$ cat config.mk
export PLATFORM = sky130hd
export DESIGN_NAME = mul_nibble_seq
export DESIGN_NICKNAME = d
export VERILOG_FILES = /design/src/rtl/mul_nibble_seq.sv
export SDC_FILE = /design/constraint.sdc
export NUM_CORES = 1
export LEC_CHECK = 0
export BUFFER_PORTS_ARGS = -buffer_cell sky130_fd_sc_hd__buf_2
export CAP_MARGIN = 20
export CORE_MARGIN = 2
export CORE_UTILIZATION = 55
export CTS_CLUSTER_SIZE = 12
export DETAILED_ROUTE_END_ITERATION = 10
export MAX_ROUTING_LAYER = met4
export PLACE_DENSITY = 0.81
export SKIP_CTS_REPAIR_TIMING = 1
export SLEW_MARGIN = 25
export SYNTH_ARGS = -nofsm -noshare
export SYNTH_HDL_FRONTEND = slang
export SYNTH_HIERARCHICAL = 1
export SYNTH_SLANG_ARGS = --single-unit
$ cat constraint.sdc
create_clock -name i_clk -period 13.8 [get_ports i_clk]
set_input_delay 1.38 -clock i_clk [delete_from_list [all_inputs] [get_ports i_clk]]
set_output_delay 1.38 -clock i_clk [all_outputs]
set_load 0.05 [all_outputs]
$ cat src/rtl/mul_nibble_seq.sv
// Iterative unsigned WxW multiplier: one 4x4 digit product per clock, shifted and
// accumulated into a 2W-bit result, with valid/ready handshakes on both sides.

module Multiplier_4X4 (
  input  logic [3:0] a_i,
  input  logic [3:0] b_i,
  output logic [7:0] p_o
);

  // Shift-and-add array over the four multiplier bits.
  always_comb begin
    p_o = '0;
    for (int k = 0; k < 4; k++) begin
      if (b_i[k]) p_o = p_o + ({4'b0000, a_i} << k);
    end
  end

endmodule

module mul_nibble_seq #(
  parameter int W = 24
) (
  input  logic             i_clk,
  input  logic             i_rst_n,
  input  logic             i_valid,
  output logic             o_ready,
  input  logic [W-1:0]     i_a,
  input  logic [W-1:0]     i_b,
  output logic             o_valid,
  input  logic             i_ready,
  output logic [2*W-1:0]   o_product,
  output logic             o_busy
);

  // state | meaning
  // IDLE  | waiting for operands, o_ready high
  // RUN   | stepping digit pairs (i,j) through the 4x4 array
  // DONE  | result presented on o_product until consumer takes it

  localparam int NIB = W / 4;
  localparam int CW  = (NIB > 1) ? $clog2(NIB) : 1;
  localparam int PW  = 2 * W;
  localparam int SHW = $clog2(PW);
  localparam logic [CW-1:0] LAST = CW'(NIB - 1);

  if ((W % 4) != 0) begin : g_width_check
    $error("mul_nibble_seq: W=%0d is not a multiple of 4", W);
  end

  typedef enum logic [1:0] {
    IDLE = 2'd0,
    RUN  = 2'd1,
    DONE = 2'd2
  } state_t;

  state_t          state_q, state_d;
  logic [W-1:0]    a_q, a_d;
  logic [W-1:0]    b_q, b_d;
  logic [PW-1:0]   acc_q, acc_d;
  logic [CW-1:0]   i_q, i_d;
  logic [CW-1:0]   j_q, j_d;

  logic [3:0]      a_nib, b_nib;
  logic [7:0]      pp8;
  logic [SHW-1:0]  digit_sum;
  logic [SHW-1:0]  shamt;
  logic [PW-1:0]   pp_shifted;

  always_comb begin
    a_nib = '0;
    b_nib = '0;
    for (int k = 0; k < NIB; k++) begin
      if (i_q == CW'(k)) a_nib = a_q[4*k +: 4];
      if (j_q == CW'(k)) b_nib = b_q[4*k +: 4];
    end
  end

  Multiplier_4X4 u_mul4 (
    .a_i (a_nib),
    .b_i (b_nib),
    .p_o (pp8)
  );

  // Digit weight is 16^(i+j); the largest shift is 2W-8, so nothing falls off the top.
  always_comb begin
    digit_sum  = SHW'(i_q) + SHW'(j_q);
    shamt      = digit_sum << 2;
    pp_shifted = PW'(pp8) << shamt;
  end

  always_ff @(posedge i_clk or negedge i_rst_n) begin
    if (!i_rst_n) begin
      state_q <= IDLE;
      a_q     <= '0;
      b_q     <= '0;
      acc_q   <= '0;
      i_q     <= '0;
      j_q     <= '0;
    end else begin
      state_q <= state_d;
      a_q     <= a_d;
      b_q     <= b_d;
      acc_q   <= acc_d;
      i_q     <= i_d;
      j_q     <= j_d;
    end
  end

  always_comb begin
    state_d = state_q;
    a_d     = a_q;
    b_d     = b_q;
    acc_d   = acc_q;
    i_d     = i_q;
    j_d     = j_q;

    case (state_q)
      IDLE: begin
        if (i_valid) begin
          a_d   = i_a;
          b_d   = i_b;
          acc_d = '0;
          i_d   = '0;
          j_d   = '0;
          // A zero operand skips the digit loop; the cleared accumulator is the answer.
          if ((i_a == '0) || (i_b == '0)) state_d = DONE;
          else                            state_d = RUN;
        end
      end

      RUN: begin
        acc_d = acc_q + pp_shifted;
        if (j_q == LAST) begin
          j_d = '0;
          if (i_q == LAST) begin
            i_d     = '0;
            state_d = DONE;
          end else begin
            i_d = i_q + 1'b1;
          end
        end else begin
          j_d = j_q + 1'b1;
        end
      end

      DONE: begin
        if (i_ready) state_d = IDLE;
      end

      default: state_d = IDLE;
    endcase
  end

  always_comb begin
    o_ready   = (state_q == IDLE);
    o_valid   = (state_q == DONE);
    o_busy    = (state_q == RUN);
    o_product = acc_q;
  end

endmodule

# ---- Word level (Yosys, flattened, before mapping)
# Cells that the tools add are included.
dict set report totals {
  word_cells 71
  in_bits 52
  output_inout_bits 51
  regBits 104
}
dict set report classes {
  shift 1
  n_reduce_logical 11
  n_eq_ne 16
  addsub 7
  mux 30
}
# cell count
set op_table {}
lappend op_table {{$pmux W48 S2} 1}
lappend op_table {{$mux W4} 13}
lappend op_table {{$add A48 B48 Y48} 1}
lappend op_table {{$logic_not A24 Y1} 2}
lappend op_table {{$mux W48} 1}
lappend op_table {{$shl A8 B6 Y48} 1}
lappend op_table {{$mux W8} 3}
lappend op_table {{$eq A3 B2 Y1 const B} 4}
lappend op_table {{$eq A3 B3 Y1 const B} 4}
lappend op_table {{$mux W3} 4}
lappend op_table {{$pmux W3 S2} 2}
lappend op_table {{$mux W2} 5}
lappend op_table {{$add A8 B5 Y8} 1}
lappend op_table {{$add A8 B6 Y8} 1}
lappend op_table {{$add A8 B7 Y8} 1}
lappend op_table {{$add A3 B1 Y3 const B} 2}
lappend op_table {{$eq A3 B1 Y1 const B} 2}
lappend op_table {{$logic_not A3 Y1} 2}
lappend op_table {{$ne A2 B1 Y1 const B} 3}
lappend op_table {{$pmux W2 S3} 1}
lappend op_table {{$add A3 B3 Y4} 1}
lappend op_table {{$reduce_and A2 Y1} 2}
lappend op_table {{$reduce_and A4 Y1} 1}
lappend op_table {{$reduce_and A3 Y1} 1}
lappend op_table {{6 further kinds} 6}

# ---- Depth between registers and ports, before layout
dict set report depth {
  depth_word 17
  mapped_depth 38
  depth_no_buf 35
}

# ---- Hierarchy
# The synthesis kept the hierarchy.
# mod seq_area_each_um2 cells_each area_each_um2 instances
set modules_own_cells {}
lappend modules_own_cells {mul_nibble_seq 2602.5 988 7686.1 1}
lappend modules_own_cells {Multiplier_4X4 0.0 69 563.0 1}

# ---- Least setup slack after synthesis
# OpenSTA, ideal clock, no wires.
dict set report synth_timing {
  path_type {register to register}
  start {register i_q[0]}
  end {register acc_q[45], in the netlist o_product[45]}
  slack_ps 6044
  period_less_slack_ps 7756
  arrival_ps 7686
  stages_incl_launch_ff 34
  n_path_buf 4
  required_ps 13730
  setup_ps 70
  path_cell_list {dfrtp_1 clkbuf_1 clkbuf_1 and2_1 ha_1 clkbuf_1 a21oi_1 o21ai_0 and2_1 ha_1 inv_1 fa_1 xnor2_1 nand2_1 xor2_1 inv_1 fa_1 nand2_1 a21boi_1 ha_1 fa_1 mux2_1 mux2i_1 nor3_1 ha_1 buf_2 nand3_1 or3_1 o21a_1 o31a_1 o21bai_4 a31oi_1 or4_1 nand3_1}
}
dict set report synth_between {
  elab_chain_cells 17
  word_cells_on_any_way 23
  cone_classes {5 x add/sub; 5 x eq/ne; 1 x shift; 11 x mux; 1 x reduce/logical}
}
# item line
set synth_lines {}
lappend synth_lines {{start, declared} 60} ;# logic [CW-1:0] i_q, i_d;
lappend synth_lines {{start signal, assigned} 104} ;# i_q <= i_d;
lappend synth_lines {{$logic_not A3 Y1} 73} ;# if (i_q == CW'(k)) a_nib = a_q[4*k +: 4];
lappend synth_lines {{$mux W4 (5 in a row)} 73}
lappend synth_lines {{$mux W4 (*)} 73}
lappend synth_lines {{named net a_nib[1]} 63} ;# logic [3:0] a_nib, b_nib;
lappend synth_lines {{$mux W4} 14} ;# if (b_i[k]) p_o = p_o + ({4'b0000, a_i} << k);
lappend synth_lines {{$add A8 B5 Y8} 14}
lappend synth_lines {{$mux W8} 14}
lappend synth_lines {{$add A8 B6 Y8} 14}
lappend synth_lines {{$mux W8} 14}
lappend synth_lines {{$add A8 B7 Y8} 14}
lappend synth_lines {{$mux W8 (*)} 14}
lappend synth_lines {{named net pp8[4]} 64} ;# logic [7:0] pp8;
lappend synth_lines {{$shl A8 B6 Y48 (*)} 88} ;# pp_shifted = PW'(pp8) << shamt;
lappend synth_lines {{$add A48 B48 Y48 (*)} 132} ;# acc_d = acc_q + pp_shifted;
lappend synth_lines {{$pmux W48 S2 (*)} 117} ;# case (state_q)
lappend synth_lines {{end signal, assigned} 96} ;# acc_q <= '0;
lappend synth_lines {{end signal, assigned} 103} ;# acc_q <= acc_d;
lappend synth_lines {{end, declared} 59} ;# logic [PW-1:0] acc_q, acc_d;
# The timed path passes the listed nets; every way through them passes the cells marked *.
# A chain may end at the register's enable or synchronous reset.

# ---- Final worst setup path
dict set report layout_timing {
  start {register i_q[0]}
  end {register acc_q[36], in the netlist o_product[36]}
}
# The elaborated chain is that of the path after synthesis.

==> metrics.yaml <==
final_layout:
  area_delta_synth_final_pct: 11.16
  utilization: 0.6286
  nets: 1249
  layout.cells.non_filler: 1318
  diodes: 0
  drive_gt1_frac: 0.1305
floorplanning:
  rows: 44
  initial_utilization: 0.5654
  core_area_um2: 14590
  dieArea_um2: 15990
  io_pins: 103
  fp.dieH_um: 126.5
  die_x_um: 126.5
global_routing:
  grt_overflow: 0
  gr-usage-met2: 0.4542
  grt_pass1_wl_um: 37640
  grt_pass1_vias: 7607
  grt_usage: 0.2952
  busiest_layer: "met2"
  antenna_found_initial: 0
  use_met1: 0.4088
  grtUsageMet3: 0.04597
  grt_start_max_net_pins: 74
job:
  maxCapViolations: 0
cts:
  insertion_delay_ns: 0.37
  htreeDepth: 3
  cts-root-buf: "clkbuf_16"
  cts_tree: "done"
  clk_pin_slew_ns: 0.08
  clk_path_buf_depth: 2
  cts_buffers: 9
  clock_sinks: 104
detailed_routing:
  wl_per_cell_um: 17.10
  vias: 8090
  first_pass_iters: 5
  first_iter_violations: 720
  finalWirelength_um: 22540
  ant_nets: 0
  drc: 0
  vias_per_cell: 6.138
critical_path:
  start_kind: "flip-flop"
  crit_path_end_kind: "flip-flop"
  cp_slowest_cell: "dfrtp_1"
  critical_path.max_fanout: 15
  cp.arrival_ns: 9.00
  path_class: "reg -> reg"
  max_stage_delay_ns: 0.75
  required_ns: 14.02
  critPathMostFrequentCell: "ha_1"
timing:
  slew-limit-headroom: 0.2892
  hold_violations: 0
  slew_violations: 0
  min_period_ns: 8.780
  tightest_slew_ns: 1.055
  post-route-period-util: 0.6362
  setup_viol: 0
  max_freq_mhz: 113.9
  finClkSkew_ns: 0.009989
  rsz0062_at_grt: "no"
  fin_setup_tns_ns: 0
yosys:
  synth-main-ff-cell: "dfrtp_1"
  synth_async_sr_flop_share: 1.000
  netlist_area_um2: 8249
  ys_seq_area_frac: 0.3155
  ys_ff_latch: 104
  avgSynthCellArea_um2: 7.804
  synth_edf_count: 0
  syn_nets: 1177
  ys_types: 66
  yosysWarnings: 6
  netlist_instances: 1057
hold_path:
  hold_class: "reg -> reg"
power_and_ir_drop:
  power.density_nw_per_um2: 260.5
  power_uw: 2388
  leakage_uw: 0.004416
  vdd_drop_max_v: 0.0001415
place:
  gp_congestion: 0.9796
  dp_hpwl_um: 17060
  portBuffers: 102
  place_inst: 1302
status:
  outcome: "completed"
[cells by family (layout without fill, tap and decap cells)]
logic type,after synthesis,in the layout,share of synthesized area
and+or+nand+nor,444,444,0.2357
AOI/OAI and AO/OA,285,285,0.2158
DFF,104,104,0.3155
buffers and inverters,77,154,0.03519
adders and majority gates,69,69,0.1089
xor gates and xnor gates,50,50,0.05309
muxes,28,28,0.03580
[metal layers]
layer | part of all wire | wire [um]
met1 | 0.46 | 10420
met2 | 0.45 | 10150
met3 | 0.067 | 1509
met4 | 0.020 | 456
met5 | 0 | 0
[cells in the mapped netlist (3+ instances only)]
cell	number	area [um2]
xor2_1	20	175.2
mux2i_1	16	160.2
ha_1	63	788.3
fa_1	5	100.1
nand2_1	230	863.3
a21o_1	25	187.7
or4_1	3	22.52
nor2_1	85	319.1
a22oi_1	7	52.55
o21bai_1	11	82.58
nand4_1	14	87.58
a21oi_1	79	395.4
nand2b_1	5	31.28
inv_1	32	120.1
o21ai_0	88	440.4
a22o_1	4	35.03
dfrtp_1	104	2603
o21a_1	5	37.54
nand3_1	33	165.2
a41oi_1	4	35.03
nor4_1	16	100.1
a32oi_1	9	78.83
mux2_2	11	123.9
o31ai_1	7	52.55
or3_1	4	25.02
clkbuf_1	41	153.9
a31oi_1	14	87.58
buf_1	3	11.26
nor2b_1	6	37.54
and2_1	15	93.84
and3_1	3	18.77
nor3_1	22	110.1
xnor2_1	30	262.8
[layout make-up]
| class | count | area (um2) |
|---|---|---|
| fill | 1295 | 5419 |
| multi-input combinational | 876 | 5370 |
| sequential | 104 | 2603 |
| inverter | 32 | 120.1 |
| clock inverter | 7 | 78.83 |
| timing repair buffer | 106 | 543.0 |
| clock buffer | 9 | 225.2 |
| tap | 184 | 230.2 |
[worst max-delay path: cells and delay by family (launching register included)]
family / cells / cell delay [ns]
AOI/OAI and AO/OA: 14 / 3.46
xor gates and xnor gates: 5 / 0.91
adders and majority gates: 6 / 1.87
buffers and inverters: 1 / 0.06
DFF: 1 / 0.75
muxes: 2 / 0.80
and+or+nand+nor: 5 / 0.78
[flip-flops by register name, indices dropped and copies added (netlist names)]
| signal | flops |
|---|---|
| o_product | 48 |
| a_q | 24 |
| b_q | 24 |
| i_q | 3 |
| j_q | 3 |
| state_q | 2 |
[final timing paths]
check	startpoint	to	slack (ns)	cells past startpoint
worst min register to register	a_q[17]	a_q[17]	0.48	2
worst max-delay path	i_q[0]	o_product[36]	5.02	33
worst min-delay path	a_q[17]	a_q[17]	0.48	2
max in group asynchronous	i_rst_n	o_product[17]	11.61	2
worst max register to register	i_q[0]	o_product[36]	5.02	33
min in group asynchronous	i_rst_n	a_q[20]	0.99	1
[where the power goes]
| group | total, uW | switching [uW] | internal (uW) |
|---|---|---|---|
| clock | 266 | 136 | 130 |
| combinational | 1580 | 1070 | 503 |
| sequential | 545 | 115 | 430 |
[metrics by stage]
step / area (um2) / worst slack, ns / hold slack [ns]
6_report: 9170 / 5.020 / 0.4769
5_1_grt: 9170 / 4.335 / 0.4946
4_1_cts: 9170 / 5.065 / 0.4781
3_5_place_dp: 8866 / 5.132 / 0.4595
3_3_place_gp: 8866 / 5.179 / 0.4561
2_1_floorplan: 8249 / 6.044 / 0.4401
[cells in the final DEF, fill, tap and decap left out, types with 22 or more instances in the layout]
| cell | synthesis | final |
|---|---|---|
| inv_1 | 32 | 32 |
| a21o_1 | 25 | 25 |
| xnor2_1 | 30 | 30 |
| dfrtp_1 | 104 | 104 |
| a21oi_1 | 79 | 79 |
| ha_1 | 63 | 63 |
| nor2_1 | 85 | 84 |
| nand3_1 | 33 | 33 |
| buf_2 | 1 | 101 |
| nand2_1 | 230 | 229 |
| o21ai_0 | 88 | 87 |
| nor3_1 | 22 | 22 |
(Power assumes the default switching activity.)
